### src/rtl/heap_pkg.sv
// Shared definitions for the heapsort root controller and its clear sequencer.
package heap_pkg;

    typedef enum logic [3:0] {
        CLEAR,
        CLR_ROOT,
        INIT,
        IDLE,
        RD0,
        RD1,
        RD2,
        EMIT,
        HOLD
    } state_t;

    // Root memory read latency: registered address plus registered output.
    localparam int RAM_LAT = 2;

    // Wide all-ones pattern; modules slice it down to WIDTH+1 bits for the sentinel.
    localparam logic [63:0] SENTINEL_BITS = '1;

endpackage

### src/rtl/heap_clear_seq.sv
// Walks every level-memory address once, broadcasting a write of the sentinel.
module heap_clear_seq #(
    parameter int AW = 2
) (
    input  logic          clk,
    input  logic          rst,
    input  logic          en,
    output logic [AW-1:0] clr_addr,
    output logic          clr_wren,
    output logic          done
);

    logic [AW-1:0] cnt;

    // done is seen by the owner FSM in the same cycle the last address is issued.
    assign done = en && (cnt == {AW{1'b1}});

    always_ff @(posedge clk) begin
        if (rst) begin
            cnt      <= '0;
            clr_addr <= '0;
            clr_wren <= 1'b0;
        end else if (en) begin
            clr_wren <= 1'b1;
            clr_addr <= cnt;
            cnt      <= cnt + AW'(1);
        end else begin
            clr_wren <= 1'b0;
        end
    end

endmodule

### src/rtl/heap_root_ctrl.sv
// Root-side initiator of the pipelined heapsort chain: clears all level memories,
// starts the sorting nodes, then performs replace-top operations on the root record.
module heap_root_ctrl
    import heap_pkg::*;
#(
    parameter int WIDTH      = 15,
    parameter int LEVELS     = 3,
    parameter int GAP_CYCLES = 4
) (
    input  logic              clk,
    input  logic              rst,
    input  logic              in_valid,
    input  logic [WIDTH:0]    in_data,
    output logic              in_ready,
    output logic              out_valid,
    output logic [WIDTH:0]    out_data,
    output logic              out_sentinel,
    input  logic [WIDTH:0]    q_U,
    output logic [WIDTH:0]    data_U,
    output logic              addr_U,
    output logic              wren_U,
    output logic [LEVELS-2:0] clr_addr,
    output logic [WIDTH:0]    clr_data,
    output logic              clr_wren,
    output logic              initialize,
    output logic              update_out,
    output logic [LEVELS-2:0] address_updated_out
);

    localparam logic [WIDTH:0] SENTINEL = SENTINEL_BITS[WIDTH:0];
    localparam int             GW       = $clog2(GAP_CYCLES + 1);
    localparam logic [GW-1:0]  GAP_LOAD = GW'(GAP_CYCLES - 1);

    state_t         state;
    logic [GW-1:0]  gap_cnt;
    logic [WIDTH:0] new_reg;
    logic [WIDTH:0] old_reg;
    logic           clr_en;
    logic           clr_done;
    logic           accept;

    assign clr_en              = (state == CLEAR);
    assign accept              = (state == IDLE) && in_valid && in_ready;
    assign clr_data            = SENTINEL;
    assign addr_U              = 1'b0;
    assign address_updated_out = '0;

    heap_clear_seq #(
        .AW (LEVELS - 1)
    ) u_clear_seq (
        .clk      (clk),
        .rst      (rst),
        .en       (clr_en),
        .clr_addr (clr_addr),
        .clr_wren (clr_wren),
        .done     (clr_done)
    );

    // Key and popped-value holding registers carry no reset; the FSM qualifies them.
    always_ff @(posedge clk) begin
        if (accept) begin
            new_reg <= in_data;
        end
        if (state == RD2) begin
            old_reg <= q_U;
        end
    end

    always_ff @(posedge clk) begin
        if (rst) begin
            state        <= CLEAR;
            gap_cnt      <= '0;
            in_ready     <= 1'b0;
            out_valid    <= 1'b0;
            out_data     <= '0;
            out_sentinel <= 1'b0;
            data_U       <= '0;
            wren_U       <= 1'b0;
            initialize   <= 1'b0;
            update_out   <= 1'b0;
        end else begin
            out_valid  <= 1'b0;
            wren_U     <= 1'b0;
            initialize <= 1'b0;
            update_out <= 1'b0;

            case (state)
                CLEAR: begin
                    if (clr_done) begin
                        state <= CLR_ROOT;
                    end
                end
                CLR_ROOT: begin
                    data_U <= SENTINEL;
                    wren_U <= 1'b1;
                    state  <= INIT;
                end
                INIT: begin
                    initialize <= 1'b1;
                    state      <= IDLE;
                end
                IDLE: begin
                    if (accept) begin
                        in_ready <= 1'b0;
                        state    <= RD0;
                    end else begin
                        in_ready <= 1'b1;
                    end
                end
                RD0: state <= RD1;
                RD1: state <= RD2;
                RD2: state <= EMIT;
                EMIT: begin
                    out_valid    <= 1'b1;
                    out_data     <= old_reg;
                    out_sentinel <= (old_reg == SENTINEL);
                    data_U       <= new_reg;
                    wren_U       <= 1'b1;
                    update_out   <= 1'b1;
                    gap_cnt      <= GAP_LOAD;
                    state        <= HOLD;
                end
                HOLD: begin
                    // Raising in_ready one cycle early lets the accept land exactly GAP_CYCLES after update_out.
                    if (gap_cnt <= GW'(1)) begin
                        in_ready <= 1'b1;
                        state    <= IDLE;
                    end else begin
                        gap_cnt <= gap_cnt - GW'(1);
                    end
                end
                default: state <= CLEAR;
            endcase
        end
    end

endmodule

### config.mk
export PLATFORM = sky130hd
export DESIGN_NAME = heap_root_ctrl
export DESIGN_NICKNAME = d
export VERILOG_FILES = /design/src/rtl/heap_pkg.sv /design/src/rtl/heap_clear_seq.sv /design/src/rtl/heap_root_ctrl.sv
export SDC_FILE = /design/constraint.sdc
export NUM_CORES = 1
export LEC_CHECK = 0
export BUFFER_PORTS_ARGS = -buffer_cell sky130_fd_sc_hd__buf_4
export CAP_MARGIN = 15
export CORE_MARGIN = 4
export CORE_UTILIZATION = 45
export DETAILED_ROUTE_END_ITERATION = 10
export PLACE_DENSITY = 0.73
export SETUP_SLACK_MARGIN = 0.15
export SLEW_MARGIN = 20
export SYNTH_ARGS = -nofsm -noshare
export SYNTH_HDL_FRONTEND = slang
export SYNTH_SLANG_ARGS = --single-unit
### constraint.sdc
create_clock -name clk -period 2.3 [get_ports clk]
set_input_delay 0.23 -clock clk [delete_from_list [all_inputs] [get_ports clk]]
set_output_delay 0.23 -clock clk [all_outputs]
set_load 0.005 [all_outputs]
==> impl_metrics.env, run 1 <==
export IMPL_yosys_area_share_simple_pct=16.7
export IMPL_die_y_um=91.6
export IMPL_synth_top_family_by_area="simple AND/OR/NAND/NOR gates"
export IMPL_grt_use_total_pct=15.3
export IMPL_worst_hold_slack_ns=0.0465
export IMPL_crit_fanout=15
export IMPL_synth_compound_area_share_pct=11.2
export IMPL_synth_seq_cells=81
export IMPL_r2r_cells=4
export IMPL_vdd_drop_max_uv=495
export IMPL_finalCritPeriodShare_pct=77.6
export IMPL_crit_type="register to register"
export IMPL_setup_tns_ns=0
export IMPL_yosys_cell_types_count=42
export IMPL_synthCells=293
export IMPL_synth_area_leaders="dfxtp_1 31%, edfxtp_1 31%, a21oi_1 5.7%"
export IMPL_post_cts_buffers=0
export IMPL_cp_arrival_ns=2.06
export IMPL_synth_top_area_share_pct=31.2
export IMPL_worst_clock_skew_ns=0.00599
export IMPL_finalHoldViolCount=0
export IMPL_hp_start="in_data[6]"
export IMPL_cp_startpoint="state[0]"
export IMPL_ctsLongestPathBuffers=2
export IMPL_cts_buffers_inserted=9
export IMPL_cts_tree="built"
export IMPL_wl_per_cell_um=13.6
export IMPL_drt_iter0_drc=158
export IMPL_slew_violations=0
export IMPL_dpl_worst_slack_ns=0.547
export IMPL_htree_levels=3
export IMPL_clk_latency_ns=0.35
export IMPL_setup_viol=0
export IMPL_syn2layout_area_growth_pct=24.1
export IMPL_grt_pass1_wl_um=10200
export IMPL_cts_sinks=81
export IMPL_status="completed"
export IMPL_grt_max_degree=50
export IMPL_rsz0062_at_grt="no"
export IMPL_start_kind="register"
export IMPL_slew_headroom_pct=60.7
export IMPL_drcViolationCount=0
export IMPL_hpwl_um=4290
export IMPL_combPwrFrac_pct=16.8
export IMPL_die_x_um=91.6
export IMPL_hold_buffers=0
export IMPL_pwr_share_clk_pct=31.6
export IMPL_p_int_mw=2.43
export IMPL_root_buffer="clkbuf_8"
export IMPL_fin_nets=401
export IMPL_cts_resized=0
export IMPL_grt_pass1_vias=2052
export IMPL_synth_seq_area_share_pct=61.8
export IMPL_ant_nets=0
export IMPL_r2r_start="state[0]"
export IMPL_ys_async_sr_fraction_pct=0
export IMPL_layout_common_cells="80 x buf_4, 49 x dfxtp_1, 42 x nand2_1, 36 x a21oi_1, 32 x edfxtp_1"
export IMPL_power_switching_share_pct=27.2
export IMPL_reg2reg_to="out_data[4]"
export IMPL_drive_above_1_share_pct=28.3
export IMPL_end_kind="register"
export IMPL_cap_violations=0
export IMPL_fmax_mhz=560
export IMPL_ys_warn_count=0
export IMPL_rows=30
export IMPL_num_vias=2304
export IMPL_overflow=0
export IMPL_path_clk_slew_ns=0.09
export IMPL_synth_top_area_cell="dfxtp_1"
export IMPL_synth_fa_ha_area_share_pct=1.19
export IMPL_final_common_cell="buf_4"
export IMPL_start_util_pct=46.3
export IMPL_crit_path_end="out_data[4]"
export IMPL_synth_edf_count=32
export IMPL_drt_first_pass_iters=4
export IMPL_gp_congestion=0.711
export IMPL_dieArea_sq_um=8390
export IMPL_p_leak_nw=1.51
export IMPL_switching_power_mw=0.908
export IMPL_viasPerCell=4.97
export IMPL_worst_slack_ns=0.516
export IMPL_fillCellCount=563
export IMPL_routed_wl_um=6290
export IMPL_core_area_sq_um=6790
export IMPL_diodes=0
export IMPL_syn_area_per_cell_sq_um=10.7
export IMPL_p_seq_share_pct=51.6
export IMPL_finalCriticalPeriod_ns=1.78
export IMPL_antenna_found_initial=0
export IMPL_synth_xor_area_share_pct=0.836
export IMPL_synth_area_sq_um=3140
export IMPL_critPathRequiredTime_ns=2.58
export IMPL_power_density_nw_per_um2=855
export IMPL_port_buffer_count=75
export IMPL_muxShareOfSynthArea_pct=0.318
export IMPL_tightest_slew_ns=0.590
export IMPL_io_pins=95
export IMPL_synth_flop_cell="dfxtp_1"
export IMPL_r2r_slack_ns=0.52
export IMPL_hold_class="primary input to register"
==> critical path, cell delays in order, from the launching register on <==
cell     delay [ns]
dfxtp_1        0.66
and4b_1        0.64
buf_4          0.24
nand2_1        0.05
a21oi_1        0.12
==> layout make-up <==
type	instances	area, sq um	share of cell area (%)
multi-input combinational	188	1030	26.3
inverter	3	11.3	0.289
timing repair buffer	80	601	15.4
sequential	81	1940	49.8
clock inverter	7	77.6	1.99
tap	96	120	3.08
clock buffer	9	124	3.18
==> cell usage after synthesis (2+ instances only) <==
library cell  number
a211oi_1           7
a21o_1             2
a21oi_1           36
a31oi_1            3
buf_2             12
buf_4             20
clkbuf_1           5
conb_1             2
dfxtp_1           49
edfxtp_1          32
ha_1               3
inv_1              3
nand2_1           42
nand2b_1           4
nand4_1            5
nor2_1            21
nor2b_1            3
nor3_1            17
nor4_1             2
o21ai_0            2
xnor2_1            2
==> worst min-delay path by stage <==
stage          slack (ns)     endpoint  depth (start not counted)
6_report             0.05   new_reg[6]                          1
5_1_grt              0.03   new_reg[9]                          1
4_1_cts              0.03   new_reg[6]                          1
3_5_place_dp         0.41  old_reg[10]                          1
3_3_place_gp         0.41  old_reg[13]                          1
2_1_floorplan        0.31   update_out                          1
==> power groups by stage <==
stage / Clock, mW / Combinational [mW] / Sequential, mW
floorplan: 0 / 0.360 / 1.72
global placement: 0 / 0.554 / 1.75
detailed placement: 0 / 0.565 / 1.75
CTS: 1.07 / 0.564 / 1.72
global route: 1.13 / 0.621 / 1.74
finish: 1.06 / 0.559 / 1.72
==> per-stage QoR <==
stage	util [%]	instance area (sq um)	std cells	total power [mW]
5_1_grt	57.4	3900	464	3.49
3_5_place_dp	54.5	3700	448	2.32
2_1_floorplan	-	3210	310	2.08
3_3_place_gp	54.5	3700	448	2.30
4_1_cts	57.4	3900	464	3.36
6_report	57.4	3900	464	3.33
==> cells by family (layout without fill, tap and decap cells) <==
logic type,after synthesis,in the layout
buffers and inverters,41,99
DFF,81,81
xor gates and xnor gates,3,3
AOI/OAI and AO/OA,57,57
other,2,19
and+or+nand+nor,105,105
muxes,1,1
adders and majority gates,3,3
==> routing by layer <==
layer  vias to the layer above  track usage (%)  wire (um)
met5                         -                0          0
met4                         0             7.29        107
met3                        10             3.81        457
met2                        87             23.6       3060
met1                      1081             20.0       2660
li1                       1126                -          -
Power figures use the tool's default switching activity.
==> inputs of run 2 (changes only) <==
--- a/config.mk
+++ b/config.mk
@@ -10,7 +10,7 @@
 export CORE_MARGIN = 4
 export CORE_UTILIZATION = 45
 export DETAILED_ROUTE_END_ITERATION = 10
-export PLACE_DENSITY = 0.73
+export PLACE_DENSITY = 0.7
 export SETUP_SLACK_MARGIN = 0.15
 export SLEW_MARGIN = 20
 export SYNTH_ARGS = -nofsm -noshare
==> constraint.sdc (replaced) <==
create_clock -name clk -period 1.8 [get_ports clk]
set_input_delay 0.18 -clock clk [delete_from_list [all_inputs] [get_ports clk]]
set_output_delay 0.18 -clock clk [all_outputs]
set_load 0.005 [all_outputs]
==> run 2 against run 1 <==
  * Clock skew up 0.0035 ns
  * Via count up 4.5%
  * Routed wire length up 7.2%
  * Register-to-register slack worse by 0.28 ns
  * Non-clock buffer count up 36
  * First-iteration DRC count down 37%
  * Critical path depth down 1
  * Critical path type unchanged
  * Largest cell class unchanged
  * Highest routed layer unchanged
==> impl_metrics.env, run 2 (synthesis results as in run 1) <==
export IMPL_finalCriticalPeriod_ns=1.57
export IMPL_htree_levels=3
export IMPL_crit_path_end="state[1]"
export IMPL_fin_nets=437
export IMPL_crit_buf_inv=0
export IMPL_layout_common_cells="84 x buf_4, 46 x dfxtp_1, 42 x nand2_1, 36 x a21oi_1, 32 x edfxtp_1"
export IMPL_critPathRequiredTime_ns=2.05
export IMPL_critPathMaxStageDelay_ns=0.66
export IMPL_path_delay_family="simple AND/OR/NAND/NOR gates"
export IMPL_worst_clock_skew_ns=0.00947
export IMPL_place_area_sq_um=3760
export IMPL_drt_iter0_drc=99
export IMPL_rows=30
export IMPL_start_kind="register"
export IMPL_dpl_worst_slack_ns=0.154
export IMPL_viasPerCell=4.81
export IMPL_post_cts_buffers=0
export IMPL_hpwl_um=4330
export IMPL_gp_congestion=0.759
export IMPL_wl_per_cell_um=13.5
export IMPL_routed_wl_um=6740
export IMPL_ant_nets=0
export IMPL_ctsLongestPathBuffers=2
export IMPL_root_buffer="clkbuf_8"
export IMPL_reg2reg_to="state[1]"
export IMPL_power_switching_share_pct=25.7
export IMPL_p_int_mw=3.33
export IMPL_r2r_slack_ns=0.23
export IMPL_finalCritPeriodShare_pct=87.0
export IMPL_worst_hold_slack_ns=0.0163
export IMPL_crit_type="register to register"
export IMPL_crit_chain="or4_1 > a2bb2oi_2 > a311oi_2"
export IMPL_tightest_slew_ns=0.528
export IMPL_slew_violations=0
export IMPL_cp_depth=3
export IMPL_num_vias=2407
export IMPL_cp_startpoint="state[3]"
export IMPL_hold_depth=1
export IMPL_io_pins=95
export IMPL_drive_above_1_share_pct=28.5
export IMPL_switching_power_mw=1.15
export IMPL_core_area_sq_um=6790
export IMPL_diodes=0
export IMPL_cts_tree="built"
export IMPL_p_seq_share_pct=49.3
export IMPL_crit_path_top_delay_cell="or4_1"
export IMPL_p_leak_nw=1.69
export IMPL_power_density_nw_per_um2=1040
export IMPL_dieArea_sq_um=8390
export IMPL_cts_buffers_inserted=9
export IMPL_setup_viol=0
export IMPL_rsz0062_at_grt="no"
export IMPL_drt_first_pass_iters=4
export IMPL_antenna_found_initial=0
export IMPL_grt_pass1_wl_um=10900
export IMPL_worst_slack_ns=0.234
export IMPL_finalHoldViolCount=0
export IMPL_die_y_um=91.6
export IMPL_port_buffer_count=75
export IMPL_cp_arrival_ns=1.82
export IMPL_start_util_pct=46.3
export IMPL_final_common_cell="buf_4"
export IMPL_grt_max_degree=50
export IMPL_setup_tns_ns=0
export IMPL_hold_class="primary input to register"
export IMPL_cap_violations=0
export IMPL_cts_sinks=81
export IMPL_grt_use_total_pct=16.4
export IMPL_fin_area_sq_um=4300
export IMPL_status="completed"
export IMPL_end_kind="register"
export IMPL_combPwrFrac_pct=17.4
export IMPL_syn2layout_area_growth_pct=36.8
export IMPL_grt_pass1_vias=2238
export IMPL_vdd_drop_max_uv=731
export IMPL_die_x_um=91.6
export IMPL_overflow=0
export IMPL_slew_headroom_pct=64.8
export IMPL_clk_latency_ns=0.35
export IMPL_drcViolationCount=0
export IMPL_pwr_share_clk_pct=33.3
export IMPL_r2r_start="state[3]"
export IMPL_fillCellCount=517
export IMPL_crit_fanout=9
export IMPL_r2r_cells=3
export IMPL_fmax_mhz=639
export IMPL_path_clk_slew_ns=0.08
-- run 2: cell types whose count changed in the layout (fill, tap and decap cells not counted), moves of 2 or more --
| cell | change |
|---|---|
| clkinv_2 | +2 |
| clkinvlp_4 | -2 |
| buf_4 | +4 |
| dfxtp_1 | -3 |
| dlygate4sd3_1 | +31 |
| dfxtp_2 | +3 |
-- run 2: what timing repair did --
action / in CTS / in global routing
hold endpoints to repair: 30 / 1
setup endpoints to repair: 9 / 27
hold buffers: 30 / 1
resized for setup: 2 / 2
-- run 2: worst min-delay path by stage --
stage                 start           to
detailed placement  q_U[11]  old_reg[11]
global route         q_U[7]   old_reg[7]
finish               q_U[7]   old_reg[7]
global placement     q_U[9]   old_reg[9]
floorplan               rst   update_out
CTS                  q_U[7]   old_reg[7]
-- run 2: per-stage QoR --
step / cells / util, % / total power [mW]
3_3_place_gp: 453 / 55.3 / 2.95
4_1_cts: 499 / 63.1 / 4.49
5_1_grt: 500 / 63.3 / 4.68
6_report: 500 / 63.3 / 4.47
2_1_floorplan: 310 / - / 2.66
3_5_place_dp: 453 / 55.3 / 2.96
-- run 2: worst register-to-register path: cells and delay by family (launching register included) --
family | cells | cell delay (ns)
flops | 1 | 0.39
simple gates | 1 | 0.66
compound gates | 2 | 0.42
-- run 2: metal layers --
layer	wire length [um]	vias to the layer above	part of all wire (%)	global-route usage, %
li1	-	1196	-	-
met1	2860	1120	42	20.8
met2	3290	74	49	25.6
met3	368	17	5.5	4.06
met4	223	0	3.3	9.17
met5	0	-	0	0
-- run 2: final cells by class --
class / instances / area, sq um / area share [%]
repair buffers: 116 / 961 / 22.4
inverters: 3 / 11.3 / 0.262
flip-flops and latches: 81 / 1950 / 45.3
multi-input cells: 188 / 1040 / 24.1
clock buffers: 10 / 138 / 3.20
clock inverters: 6 / 87.6 / 2.04
well taps: 96 / 120 / 2.79
-- run 2: power groups by stage --
stage	clock (mW)	sequential, mW	combinational [mW]
after floorplan	0	2.20	0.462
after global placement	0	2.24	0.713
after detailed placement	0	2.24	0.726
after CTS	1.51	2.20	0.777
after global routing	1.58	2.22	0.869
final	1.49	2.20	0.779
==> inputs of run 3 (changes only) <==
--- a/config.mk
+++ b/config.mk
@@ -8,9 +8,9 @@
 export BUFFER_PORTS_ARGS = -buffer_cell sky130_fd_sc_hd__buf_4
 export CAP_MARGIN = 15
 export CORE_MARGIN = 4
-export CORE_UTILIZATION = 45
+export CORE_UTILIZATION = 51
 export DETAILED_ROUTE_END_ITERATION = 10
-export PLACE_DENSITY = 0.7
+export PLACE_DENSITY = 0.78
 export SETUP_SLACK_MARGIN = 0.15
 export SLEW_MARGIN = 20
 export SYNTH_ARGS = -nofsm -noshare
==> constraint.sdc (replaced) <==
create_clock -name clk -period 1.8 [get_ports clk]
set_input_delay 0.27 -clock clk [delete_from_list [all_inputs] [get_ports clk]]
set_output_delay 0.27 -clock clk [all_outputs]
set_load 0.005 [all_outputs]
==> run 3 against run 2 <==
  * Power shrank 6.7%
  * Combinational power shrank 3%
  * Fmax shrank 0.66%
  * Clock power shrank 18%
  * First-iteration DRC count grew 44%
  * Non-clock buffer count shrank 31
  * Routed wire length shrank 1.7%
  * Register-to-register slack is essentially flat
  * Die area shrank 11%
  * Critical path depth is the same
  * Clock skew shrank 0.0025 ns
  * Critical endpoint unchanged
  * Largest cell class unchanged
==> impl_metrics.env, run 3 (synthesis results as in run 1) <==
export IMPL_status="completed"
export IMPL_setup_viol=0
export IMPL_die_y_um=86.5
export IMPL_tightest_slew_ns=0.504
export IMPL_dieArea_sq_um=7480
export IMPL_top_usage_layer="met2"
export IMPL_fmax_mhz=634
export IMPL_grt_use_met2_pct=29.7
export IMPL_slew_violations=0
export IMPL_crit_fanout=10
export IMPL_drt_iter0_drc=143
export IMPL_cap_violations=0
export IMPL_vdd_drop_max_uv=626
export IMPL_die_x_um=86.5
export IMPL_viasPerCell=5.23
export IMPL_port_buffer_count=75
export IMPL_start_kind="register"
export IMPL_drive_above_1_share_pct=30.8
export IMPL_setup_tns_ns=0
export IMPL_grt_pass1_wl_um=10500
export IMPL_r2r_slack_ns=0.22
export IMPL_power_density_nw_per_um2=1060
export IMPL_use_met1_pct=22.6
export IMPL_fin_cells=448
export IMPL_fillCellCount=456
export IMPL_grt_pass1_vias=2232
export IMPL_gp_congestion=0.728
export IMPL_crit_path_end="state[1]"
export IMPL_io_pins=95
export IMPL_cts_tree="built"
export IMPL_drt_first_pass_iters=4
export IMPL_cts_resized=1
export IMPL_rsz0062_at_grt="yes"
export IMPL_p_leak_nw=1.53
export IMPL_antenna_found_initial=0
export IMPL_finalHoldViolCount=0
export IMPL_r2r_cells=3
export IMPL_grt_use_total_pct=18.0
export IMPL_diodes=0
export IMPL_post_cts_buffers=0
export IMPL_htree_levels=3
export IMPL_hold_buffers=0
export IMPL_use_met3_pct=4.94
export IMPL_fin_nets=406
export IMPL_grt_max_degree=50
export IMPL_slew_headroom_pct=66.4
export IMPL_num_vias=2345
export IMPL_wl_per_cell_um=14.8
export IMPL_core_area_sq_um=5960
export IMPL_critPathRequiredTime_ns=2.07
export IMPL_cp_arrival_ns=1.85
export IMPL_cp_startpoint="state[3]"
export IMPL_cts_sinks=81
export IMPL_worst_clock_skew_ns=0.00698
export IMPL_hold_class="primary input to register"
export IMPL_dpl_cell_count=432
export IMPL_hpwl_um=4530
export IMPL_overflow=0
export IMPL_power_mw=4.17
export IMPL_drcViolationCount=0
export IMPL_routed_wl_um=6630
export IMPL_root_buffer="clkbuf_8"
export IMPL_end_kind="register"
export IMPL_finalCritPeriodShare_pct=87.6
export IMPL_ant_nets=0
export IMPL_final_common_cell="buf_4"
export IMPL_start_util_pct=52.8
export IMPL_path_clk_slew_ns=0.09
export IMPL_reg2reg_to="state[1]"
export IMPL_r2r_start="state[3]"
export IMPL_layout_common_cells="83 x buf_4, 47 x dfxtp_1, 42 x nand2_1, 36 x a21oi_1, 32 x edfxtp_1"
export IMPL_cts_buffers_inserted=9
export IMPL_rows=28
export IMPL_syn2layout_area_growth_pct=24.9
export IMPL_crit_type="register to register"
export IMPL_finalCriticalPeriod_ns=1.58
export IMPL_ctsLongestPathBuffers=2
export IMPL_clk_latency_ns=0.35
## run 3: worst min-delay path by stage
stage,cells after the start,startpoint,to
2_1_floorplan,1,rst,update_out
3_3_place_gp,2,out_data[1],out_data[1]
3_5_place_dp,1,q_U[7],old_reg[7]
4_1_cts,1,in_data[14],new_reg[14]
5_1_grt,1,in_data[14],new_reg[14]
6_report,1,q_U[7],old_reg[7]
## run 3: final cells by class
| type | count | area [sq um] | area share [%] |
|---|---|---|---|
| repair buffers | 85 | 654 | 16.7 |
| clock buffers | 9 | 124 | 3.16 |
| multi-input cells | 188 | 1040 | 26.6 |
| flip-flops and latches | 81 | 1940 | 49.5 |
| clock inverters | 7 | 53.8 | 1.37 |
| inverters | 3 | 11.3 | 0.287 |
| well taps | 75 | 93.8 | 2.39 |
## run 3: per-stage QoR
step / util (%) / hold slack, ns / worst slack [ns] / area [sq um]
2_1_floorplan: - / 0.354 / 0.229 / 3220
3_3_place_gp: 62.7 / 0.444 / 0.271 / 3730
3_5_place_dp: 62.7 / 0.449 / 0.173 / 3730
4_1_cts: 65.7 / 0.0739 / 0.165 / 3910
5_1_grt: 65.9 / 0.0600 / 0.149 / 3930
6_report: 65.9 / 0.0874 / 0.224 / 3930
## run 3: worst max-delay path: stages (launching register included)
cell and delay (ns):
dfxtp_1 0.41, or4_1 0.68, a2bb2oi_2 0.19, a311oi_2 0.22
## run 3: where the power goes
part | switching, mW | total, mW | internal [mW]
Clock | 0.708 | 1.22 | 0.512
Combinational | 0.354 | 0.759 | 0.405
Sequential | 0.128 | 2.19 | 2.06
Total | 1.19 | 4.17 | 2.98
## run 3: routing by layer
| metal | vias up | share of wire (%) |
|---|---|---|
| met4 | 0 | 1.3 |
| met2 | 80 | 51 |
| met5 | - | 0 |
| met1 | 1117 | 42 |
| li1 | 1141 | - |
| met3 | 7 | 5.7 |
